===== src/rtl/div_unit.sv =====
// ---------------------------------------------------------------------------
// div_unit
//   Multi-cycle restoring radix-2 integer divider for the EX stage. It
//   produces one quotient bit per clock and handles DIV (two's complement)
//   and DIVU operations. The result is packed as {HI = remainder,
//   LO = quotient} for the hi/lo register file.
//
// Ports
//   clk           rising-edge clock
//   resetn        asynchronous active-low reset
//   start         request a divide; sampled only in IDLE
//   signed_div    1 = DIV (signed), 0 = DIVU; sampled with start
//   dividend      rs operand; sampled with start
//   divisor       rt operand; sampled with start
//   annul         cancel the current/requested operation (exception flush)
//   stall_req     combinational pipeline hold request
//   result_valid  registered one-cycle pulse when result is ready
//   result        registered {remainder, quotient}
// ---------------------------------------------------------------------------
module div_unit #(
  parameter int WIDTH = 32
) (
  input  logic               clk,
  input  logic               resetn,
  input  logic               start,
  input  logic               signed_div,
  input  logic [WIDTH-1:0]   dividend,
  input  logic [WIDTH-1:0]   divisor,
  input  logic               annul,
  output logic               stall_req,
  output logic               result_valid,
  output logic [2*WIDTH-1:0] result
);

  localparam int CW = $clog2(WIDTH);

  typedef enum logic [1:0] {
    IDLE = 2'd0,
    BUSY = 2'd1,
    DONE = 2'd2
  } state_t;

  state_t state, state_next;

  logic [CW-1:0]    count_q;
  logic [WIDTH-1:0] rem_q;
  logic [WIDTH-1:0] quo_q;
  logic [WIDTH-1:0] dvs_q;
  logic             sign_dvd_q;
  logic             sign_dvs_q;

  logic             accept;
  logic             div_by_zero;
  logic             last_iter;
  logic             dvd_neg;
  logic             dvs_neg;
  logic [WIDTH-1:0] dvd_mag;
  logic [WIDTH-1:0] dvs_mag;
  logic [WIDTH:0]   rem_shift;
  logic [WIDTH:0]   trial;
  logic             q_bit;
  logic [WIDTH-1:0] rem_step;
  logic [WIDTH-1:0] quo_step;
  logic [WIDTH-1:0] quo_fix;
  logic [WIDTH-1:0] rem_fix;

  assign accept      = start & ~annul;
  assign div_by_zero = (divisor == '0);
  assign last_iter   = (count_q == CW'(WIDTH - 1));

  // Operand conditioning: the iteration works on magnitudes only, and the
  // sign flags are only ever set in signed mode, so DIVU needs no fixup.
  assign dvd_neg = signed_div & dividend[WIDTH-1];
  assign dvs_neg = signed_div & divisor[WIDTH-1];
  assign dvd_mag = dvd_neg ? (~dividend + 1'b1) : dividend;
  assign dvs_mag = dvs_neg ? (~divisor + 1'b1) : divisor;

  // One restoring step: shift the next dividend bit (held in the MSB of the
  // quotient register) into the partial remainder and trial-subtract. The
  // extra top bit of the difference is the borrow, i.e. a negative result.
  assign rem_shift = {rem_q, quo_q[WIDTH-1]};
  assign trial     = rem_shift - {1'b0, dvs_q};
  assign q_bit     = ~trial[WIDTH];
  assign rem_step  = q_bit ? trial[WIDTH-1:0] : rem_shift[WIDTH-1:0];
  assign quo_step  = {quo_q[WIDTH-2:0], q_bit};

  // Sign fixup: the remainder follows the dividend sign. -2^(W-1) / -1
  // naturally yields quotient 0x80..0 because both signs cancel.
  assign quo_fix = (sign_dvd_q ^ sign_dvs_q) ? (~quo_step + 1'b1) : quo_step;
  assign rem_fix = sign_dvd_q ? (~rem_step + 1'b1) : rem_step;

  always_ff @(posedge clk or negedge resetn) begin
    if (!resetn) begin
      state <= IDLE;
    end else begin
      state <= state_next;
    end
  end

  // Next-state and stall request. The stall drops in DONE so the divide
  // instruction leaves EX in the same cycle result_valid is high.
  always_comb begin
    state_next = state;
    stall_req  = 1'b0;
    case (state)
      IDLE: begin
        if (accept) begin
          stall_req  = 1'b1;
          state_next = div_by_zero ? DONE : BUSY;
        end
      end
      BUSY: begin
        stall_req = 1'b1;
        if (annul) begin
          state_next = IDLE;
        end else if (last_iter) begin
          state_next = DONE;
        end
      end
      DONE: begin
        state_next = IDLE;
      end
      default: begin
        state_next = IDLE;
      end
    endcase
  end

  // Datapath. result is only written when an operation completes, so it
  // keeps its last value across IDLE and across an annulled operation.
  always_ff @(posedge clk or negedge resetn) begin
    if (!resetn) begin
      count_q      <= '0;
      rem_q        <= '0;
      quo_q        <= '0;
      dvs_q        <= '0;
      sign_dvd_q   <= 1'b0;
      sign_dvs_q   <= 1'b0;
      result_valid <= 1'b0;
      result       <= '0;
    end else begin
      result_valid <= 1'b0;
      case (state)
        IDLE: begin
          if (accept) begin
            sign_dvd_q <= dvd_neg;
            sign_dvs_q <= dvs_neg;
            quo_q      <= dvd_mag;
            dvs_q      <= dvs_mag;
            rem_q      <= '0;
            count_q    <= '0;
            if (div_by_zero) begin
              // Team-defined divide-by-zero result: raw dividend, all-ones
              // quotient, no sign fixup.
              result       <= {dividend, {WIDTH{1'b1}}};
              result_valid <= 1'b1;
            end
          end
        end
        BUSY: begin
          if (!annul) begin
            rem_q   <= rem_step;
            quo_q   <= quo_step;
            count_q <= count_q + 1'b1;
            if (last_iter) begin
              result       <= {rem_fix, quo_fix};
              result_valid <= 1'b1;
            end
          end
        end
        default: begin
        end
      endcase
    end
  end

endmodule


===== config.mk =====
export PLATFORM = sky130hd
export DESIGN_NAME = div_unit
export DESIGN_NICKNAME = d
export VERILOG_FILES = /design/src/rtl/div_unit.sv
export SDC_FILE = /design/constraint.sdc
export NUM_CORES = 1
export LEC_CHECK = 0
export BUFFER_PORTS_ARGS = -buffer_cell sky130_fd_sc_hd__clkbuf_2
export CORE_MARGIN = 5
export CORE_UTILIZATION = 50
export DETAILED_ROUTE_END_ITERATION = 16
export GPL_TIMING_DRIVEN = 0
export HOLD_SLACK_MARGIN = 0.15
export PLACE_DENSITY = 0.67
export SLEW_MARGIN = 20
export SYNTH_ARGS = -nofsm -noshare
export SYNTH_HDL_FRONTEND = slang
export SYNTH_SLANG_ARGS = --single-unit

===== constraint.sdc =====
create_clock -name clk -period 8.7 [get_ports clk]
set_clock_uncertainty 0.05 [all_clocks]
set_input_delay 0.435 -clock clk [delete_from_list [all_inputs] [get_ports clk]]
set_output_delay 0.435 -clock clk [all_outputs]
set_load 0.01 [all_outputs]

---- Word-level counts from Yosys, hierarchy flattened ----
Index checks and enable logic that the tools add are counted.
word-level totals
  output and inout port bits .............. 66
  bits in registers ....................... 170
  input port bits ......................... 69
  word-level logic and storage cells ...... 70
operators by class
  add/sub/neg operators ................... 6
  eq/ne operators ......................... 7
  muxes and demuxes ....................... 31
  reduce and logical (&&, ||, !) cells .... 7
  bitwise gates (word level) .............. 10
operators by type and width
  operator               count
  $mux 32                9
  $mux 64                4
  $add 32x1->32 const B  4
  $not 32->32            4
  $pmux 32 s2            2
  $pmux 64 s2            1
  $sub 33x32->33         1
  $logic_not 32->1       1
  $mux 5                 2
  $pmux 5 s2             1
  $mux 2                 4
  $ne 2x2->1 const B     4
  $add 5x1->5 const B    1
  $eq 5x5->1 const B     1
  $mux 1                 5
  $reduce_and 5->1       1
  $pmux 1 s2             2
  $pmux 2 s2             1
  $reduce_and 2->1       2
  $and 1x1->1            3
  $ne 3x3->1 const B     1
  $reduce_and 3->1       1
  $eq 2x1->1 const B     1
  $logic_not 2->1        1
  other kinds (3)        4

---- Longest topological paths before layout ----
Gate-level depths: netlist (run 1).
  word-level depth ........................ 8
  mapped depth ............................ 26

---- Worst setup path before layout (run 1) ----
No wires, ideal clock.
  path kind ............................... register to register
  start point ............................. reg quo_q[31]
  end point ............................... reg result[62]
  arrival time ............................ 4,928 ps
  required time ........................... 8,514 ps
  setup slack ............................. 3,586 ps
  stages on the path, launching flop included .. 26
  path through ............................ dfrtp_1 > inv_1 > ha_1 > inv_1 > fa_1 > a211oi_4 > o31ai_4 > o211ai_1 > a21oi_2 > o221ai_2 > nor2_2 > inv_2 > buf_2 > buf_1 > nor2_1 > a21oi_1 > ha_1 > inv_1 > nor4_1 > nor4bb_1 > nand4_1 > o41ai_4 > o211ai_2 > o41ai_2 > xnor2_1 > o22ai_1
on the way
  cells in the longest elaborated chain, start to end .. 8
ends and longest elaborated chain
  item                    RTL line  text
  from (decl)             47        logic [WIDTH-1:0] quo_q;
  from (signal assigned)  148       quo_q <= dvd_mag;
  from (signal assigned)  163       quo_q <= quo_step;
  $sub 33x32->33          82        assign trial = rem_shift - {1'b0, dvs_q};
  $mux 32 *               84        assign rem_step = q_bit ? trial[WIDTH-1:0] : rem_shift[WIDTH-1:0];
  $not 32->32             90        assign rem_fix = sign_dvd_q ? (~rem_step + 1'b1) : rem_step;
  $add 32x1->32           90
  $mux 32 *               90
  $mux 64 *               165       if (last_iter) begin
  $mux 64 *               161       if (!annul) begin
  $pmux 64 s2 *           143       case (state)
  to (signal assigned)    155       result <= {dividend, {WIDTH{1'b1}}};
  to (signal assigned)    166       result <= {rem_fix, quo_fix};
  to (decl)               32        output logic [2*WIDTH-1:0] result
Every way passes the cells marked *; elsewhere a longest branch is shown, timed or not. The select of a mux whose other input is x is not followed.
A chain may end at the register's enable or synchronous reset.

---- Worst setup path after layout (run 1) ----
Ends and elaborated chain as after synthesis.

==> results of run 1 <==
## through the flow
step	worst slack, ns	power (uW)	utilization, %	hold slack (ns)
after floorplan	3.586	3280	-	0.08941
final	1.495	4875	57.73	0.2201
after global placement	1.746	3983	54.91	0.4116
after global routing	1.091	5245	57.73	0.2487
after detailed placement	1.582	4028	55.17	0.3576
after CTS	1.515	4827	57.73	0.2123
## kinds of logic (layout without fill, tap and decap cells)
group,Yosys count,in the layout
DFF,170,170
xor gates and xnor gates,128,128
buffers and inverters,138,307
adders and majority gates,39,39
muxes,30,30
AOI/OAI and AO/OA,496,496
and+or+nand+nor,529,529
## Yosys cell counts (27+ instances only)
library cell | count | area [um^2]
a21oi_1 | 164 | 820.8
clkbuf_1 | 69 | 259.0
dfrtp_1 | 170 | 4254
ha_1 | 38 | 475.5
inv_1 | 52 | 195.2
nand2_1 | 183 | 686.9
nor2_1 | 153 | 574.3
nor3_1 | 32 | 160.2
o21ai_0 | 180 | 900.9
o31ai_1 | 27 | 202.7
or3_1 | 32 | 200.2
xnor2_1 | 62 | 543.0
xor2_1 | 66 | 578.1
## per-layer routing
layer  wire, um  GRT usage [%]  up-vias
met5          0              0        -
met4       1850          13.20        0
met3       2155          4.142       94
met2      18320          46.40      413
met1      16430          34.74     5519
li1           -              -     5760
## critical path: cells and delay by family, from the launching register on
kind	cells	cell delay, ns
DFF	1	0.40
AOI/OAI and AO/OA	10	2.90
and+or+nand+nor	5	1.18
xor gates and xnor gates	1	0.20
buffers and inverters	6	1.32
adders and majority gates	3	0.98
## worst max path at each step
stage	end	slack, ns	cells past startpoint
6_report	result[62]	1.49	25
5_1_grt	result[62]	1.09	25
4_1_cts	result[62]	1.51	25
3_5_place_dp	result[62]	1.58	25
3_3_place_gp	result[62]	1.75	25
2_1_floorplan	result[62]	3.59	25
## registers in the layout, indices dropped and copies added, names as in the netlist
name,cells
quo_q,32
dvs_q,32
sign_dvs_q,1
result,64
rem_q,32
count_q,5
result_valid,1
sign_dvd_q,1
state,2
## area by class of cell
class,instances,area [um^2]
timing repair buffer,137,744.5
multi-input combinational,1222,7372
fill,2361,10190
inverter,53,198.9
clock buffer,17,425.4
clock inverter,15,180.2
sequential,170,4254
buffer,85,335.3
tap,324,405.4
## power groups by stage
stage | sequential, uW | combinational [uW] | clock, uW
floorplan | 1070 | 2210 | 0
global placement | 1140 | 2840 | 0
detailed placement | 1150 | 2880 | 0
CTS | 1140 | 2900 | 792
global route | 1170 | 3250 | 828
finish | 1150 | 2940 | 787
==> run_results.csv, run 1 <==
group,metric,value,unit
final_layout,finish.instance_area,13920,um^2
worst_setup_path,path_max_fanout,10,
clock_network,cts_tree,"yes",
routing,first_pass_iters,7,
power,switching_share,49.69,%
flow_run,maxCapViolCount,0,
synth,synthesis.nets,1638,
run_status,status,"completed",
clock_network,clk_latency,0.44,ns
final_layout,drive_gt1_share,11.89,%
min_path,whs_endpoint,"dvs_q[1]",
clock_network,cts_resized,0,
floorplan,initial_core_util,50.45,%
sta,setup_viol,0,
min_path,min_path_type,"primary input to flop",
synth,synth_cell_types,72,
final_layout,final_common_cell,"nand2_1",
power,pwr-share-clk,16.2,%
worst_setup_path,crit_path_frequent_cell,"inv_1",
power,vdd_drop_max,0.0001783,V
worst_setup_path,cp.arrival,7.45,ns
routing,postRouteAntennaNets,0,
clock_network,numCtsBuffers,17,
synth,netlist_area,12160,um^2
sta,fmax,0.1388,GHz
floorplan,dieArea,27540,um^2
synth,synth-seq-cells,170,
global_routing,overflow,0,
power,p_leak,0.006239,uW
global_routing,grt_util_all_layers,27.51,%
worst_setup_path,reg2reg_to,"result[62]",
clock_network,root_buffer,"clkbuf_16",
routing,wl_per_cell,19.15,um
power,power_density,350.3,nW/um^2
worst_setup_path,slowest_delay,0.61,ns
final_layout,layout_common_cells,"183 x nand2_1, 180 x o21ai_0, 170 x dfrtp_1",
routing,initialDrtViolationCount,992,
worst_setup_path,r2r-start,"quo_q[31]",
worst_setup_path,r2r_slack,1.49,ns
routing,drc,0,
synth,ys_dominant_reg_cell,"dfrtp_1",
synth,synth_warnings,0,
synth,synth_simple_gate_area_share,20.36,%
power,seq_power_share,23.5,%
sta,hold_violations,0,
clock_network,hold_buffers,1,
min_path,whs_path_depth,3,
synth,yosys.area_share.xor_xnor,9.219,%
floorplan,core,24110,um^2
placement,dpl_cell_area,13300,um^2
worst_setup_path,critPathLaunchType,"flop",
synth,synth_edf_count,0,
clock_network,clkSlewWorstSetupHoldPaths,0.07,ns
sta,fin_tns_setup,0,ns
synth,synth_top_family_by_area,"compound AO/OA/AOI/OAI gates",
global_routing,antenna_found_initial,0,
final_layout,fin_nets,1794,
final_layout,final_cells,2023,
floorplan,die_y,166.0,um
sta,post-route-min-period,7.205,ns
clock_network,postCtsSetupRepairBufs,0,
synth,post_synth_fa_ha_maj_area_fraction,4.074,%
sta,worst_pin_slew,1.164,ns
synth,seq_area_frac_synth,34.98,%
synth,synth_compound_area_share,24.46,%
sta,period_share,82.82,%
routing,drt-vias-per-instance,5.826,
worst_setup_path,worstPathRequired,8.95,ns
final_layout,n_antenna_cell,0,
worst_setup_path,path_class,"flop to flop",
worst_setup_path,end_kind,"flop",
floorplan,fp.dieW,166.0,um
global_routing,grt_pass1_vias,11407,
sta,slew_headroom,21.86,%
placement,port-buffer-count,134,
sta,drv_slew,0,
worst_setup_path,crit_path_top_delay_cell,"buf_1",
placement,dp_hpwl,31130,um
routing,via_count,11786,
global_routing,grt_max_degree,67,
power,comb_power_share,60.3,%
synth,yosys-mux-area-fraction,2.511,%
floorplan,rows,57,
power,p_int,2453,uW
clock_network,clock_path_buffers,2,
synth,avgSynthCellArea,7.948,um^2
worst_setup_path,r2r_cells,25,
clock_network,cts.sink_count,170,
synth,syn_inst,1530,
worst_setup_path,crit_start,"quo_q[31]",
clock_network,cts_max_level,4,
routing,routed_wl,38750,um
sta,rsz0062_at_grt,"no",
global_routing,grt_pass1_wl,61070,um
min_path,hp-start,"divisor[1]",
final_layout,areaGrowthSynthToFinish,14.44,%
placement,place_inst,1990,
power,p_sw,2422,uW
floorplan,pin_count,135,
placement,gp_congestion,0.9399,
synth,synth-async-reset-ratio,100.0,%
(Power assumes the default switching activity.)
==> inputs of run 2 (changes only) <==
==> constraint.sdc (replaced) <==
create_clock -name clk -period 7.35 [get_ports clk]
set_clock_uncertainty 0.05 [all_clocks]
set_input_delay 0.3675 -clock clk [delete_from_list [all_inputs] [get_ports clk]]
set_output_delay 0.3675 -clock clk [all_outputs]
set_load 0.01 [all_outputs]
==> run_results.csv, run 2 (synthesis gave the netlist of run 1 again) <==
group,metric,value,unit
clock_network,cts_max_level,4,
worst_setup_path,end_kind,"flop",
placement,dpl_cell_area,13300,um^2
global_routing,overflow,0,
floorplan,fp.dieW,166.0,um
worst_setup_path,path_class,"flop to flop",
final_layout,fin_nets,1794,
power,switching_share,49.66,%
floorplan,rows,57,
clock_network,clock_path_buffers,2,
routing,wl_per_cell,19.12,um
sta,setup_viol,0,
flow_run,maxCapViolCount,0,
final_layout,largest_register_ffs,64,
clock_network,clkSlewWorstSetupHoldPaths,0.08,ns
power,p_int,2902,uW
routing,drc,0,
sta,worst_pin_slew,1.157,ns
floorplan,die_y,166.0,um
power,seq_power_share,23.5,%
final_layout,finish.instance_area,13920,um^2
final_layout,drive_gt1_share,11.89,%
global_routing,grt_pass1_wl,61100,um
global_routing,antenna_found_initial,0,
power,p_leak,0.006242,uW
routing,initialDrtViolationCount,914,
floorplan,initial_core_util,50.45,%
sta,post-route-min-period,6.885,ns
power,p_total,5765,uW
worst_setup_path,critPathLaunchType,"flop",
routing,postRouteAntennaNets,0,
placement,port-buffer-count,134,
sta,fmax,0.1452,GHz
sta,hold_violations,0,
placement,dp_hpwl,31130,um
worst_setup_path,worstPathRequired,7.60,ns
final_layout,areaGrowthSynthToFinish,14.49,%
power,p_sw,2863,uW
final_layout,final_common_cell,"nand2_1",
routing,m1WireLength,16390,um
placement,dp_slack,0.2321,ns
sta,rsz0062_at_grt,"no",
routing,first_pass_iters,5,
routing,routed_wl,38670,um
sta,fin_ws,0.4650,ns
worst_setup_path,cp.arrival,7.13,ns
routing,via_count,11767,
final_layout,layout_common_cells,"183 x nand2_1, 180 x o21ai_0, 170 x dfrtp_1",
run_status,status,"completed",
final_layout,utilization,57.75,%
clock_network,numCtsBuffers,17,
global_routing,grt_pass1_vias,11419,
final_layout,n_antenna_cell,0,
power,comb_power_share,60.3,%
routing,route.top_layer_used,"met4",
clock_network,cts.sink_count,170,
worst_setup_path,path_max_fanout,19,
power,vdd_drop_max,0.0002298,V
clock_network,postCtsSetupRepairBufs,0,
power,pwr-share-clk,16.2,%
sta,drv_slew,0,
global_routing,grt_max_degree,67,
power,power_density,414.1,nW/um^2
sta,slew_headroom,22.33,%
floorplan,core,24110,um^2
sta,period_share,93.67,%
routing,wl_met2,18270,um
routing,wl_met3,2195,um
routing,drt-vias-per-instance,5.817,
clock_network,cts_tree,"yes",
sta,fin_tns_setup,0,ns
min_path,min_path_type,"primary input to flop",
global_routing,grt_util_all_layers,27.52,%
floorplan,pin_count,135,
floorplan,dieArea,27540,um^2
final_layout,top_register,"result",
clock_network,clk_latency,0.44,ns
clock_network,root_buffer,"clkbuf_16",
placement,gp_congestion,0.9399,
[run 2: cell count changes in the layout (fill, tap and decap cells not counted), sizes merged]
cell	previous run	this run
buf	15	14
dlygate4sd3	1	2
[run 2: per-layer routing]
metal / global-route usage (%) / up-vias
met5: 0 / -
met1: 34.77 / 5503
met4: 13.20 / 0
met3: 4.118 / 95
li1: - / 5761
met2: 46.41 / 408
[run 2: layout make-up]
class                   count  area (um^2)
well taps                 324        405.4
plain buffers              84        331.6
repair buffers            138        754.5
inverters                  53        198.9
clock buffers              17        425.4
clock inverters            15        180.2
flip-flops and latches    170         4254
multi-input cells        1222         7372
fillers                  2357        10180
[run 2: what timing repair did]
item	CTS	global route
setup endpoints to repair	0	2
hold buffers	2	0
resized for setup	0	0
endpoints found under the hold margin	52	0
[run 2: final timing paths]
kind	cells after the start	slack, ns	to	startpoint
max in group asynchronous	4	5.86	count_q[2]	resetn
min	3	0.17	dvs_q[10]	divisor[10]
max	24	0.46	result[62]	quo_q[31]
max reg2reg	24	0.46	result[62]	quo_q[31]
min reg2reg	2	0.43	dvs_q[25]	dvs_q[25]
min in group asynchronous	2	0.38	result[29]	resetn
[run 2: stage by stage]
stage | cells | hold slack, ns
finish | 2023 | 0.1677
CTS | 2024 | 0.1668
detailed placement | 1990 | 0.2901
global placement | 1988 | 0.4116
global route | 2023 | 0.1928
floorplan | 1530 | 0.02191
[run 2: power groups by stage]
stage | clock network (uW) | registers, uW | logic, uW
finish | 934 | 1360 | 3480
global route | 980 | 1380 | 3850
CTS | 937 | 1340 | 3430
detailed placement | 0 | 1360 | 3410
global placement | 0 | 1350 | 3360
floorplan | 0 | 1270 | 2610
[run 2: worst max-delay path, stage by stage, from the launching register on]
cell      delay [ns]
dfrtp_1         0.40
inv_1           0.11
ha_1            0.19
inv_1           0.06
fa_1            0.43
a211oi_4        0.29
o31ai_4         0.16
o211ai_1        0.33
a21oi_2         0.14
o221ai_2        0.50
nor2_2          0.10
inv_2           0.13
buf_2           0.43
buf_2           0.34
mux2i_1         0.34
ha_1            0.31
inv_1           0.12
nor4_1          0.27
nor4bb_1        0.47
nand4_1         0.27
o41ai_4         0.44
o211ai_2        0.19
o41ai_2         0.30
xnor2_1         0.20
o22ai_1         0.13
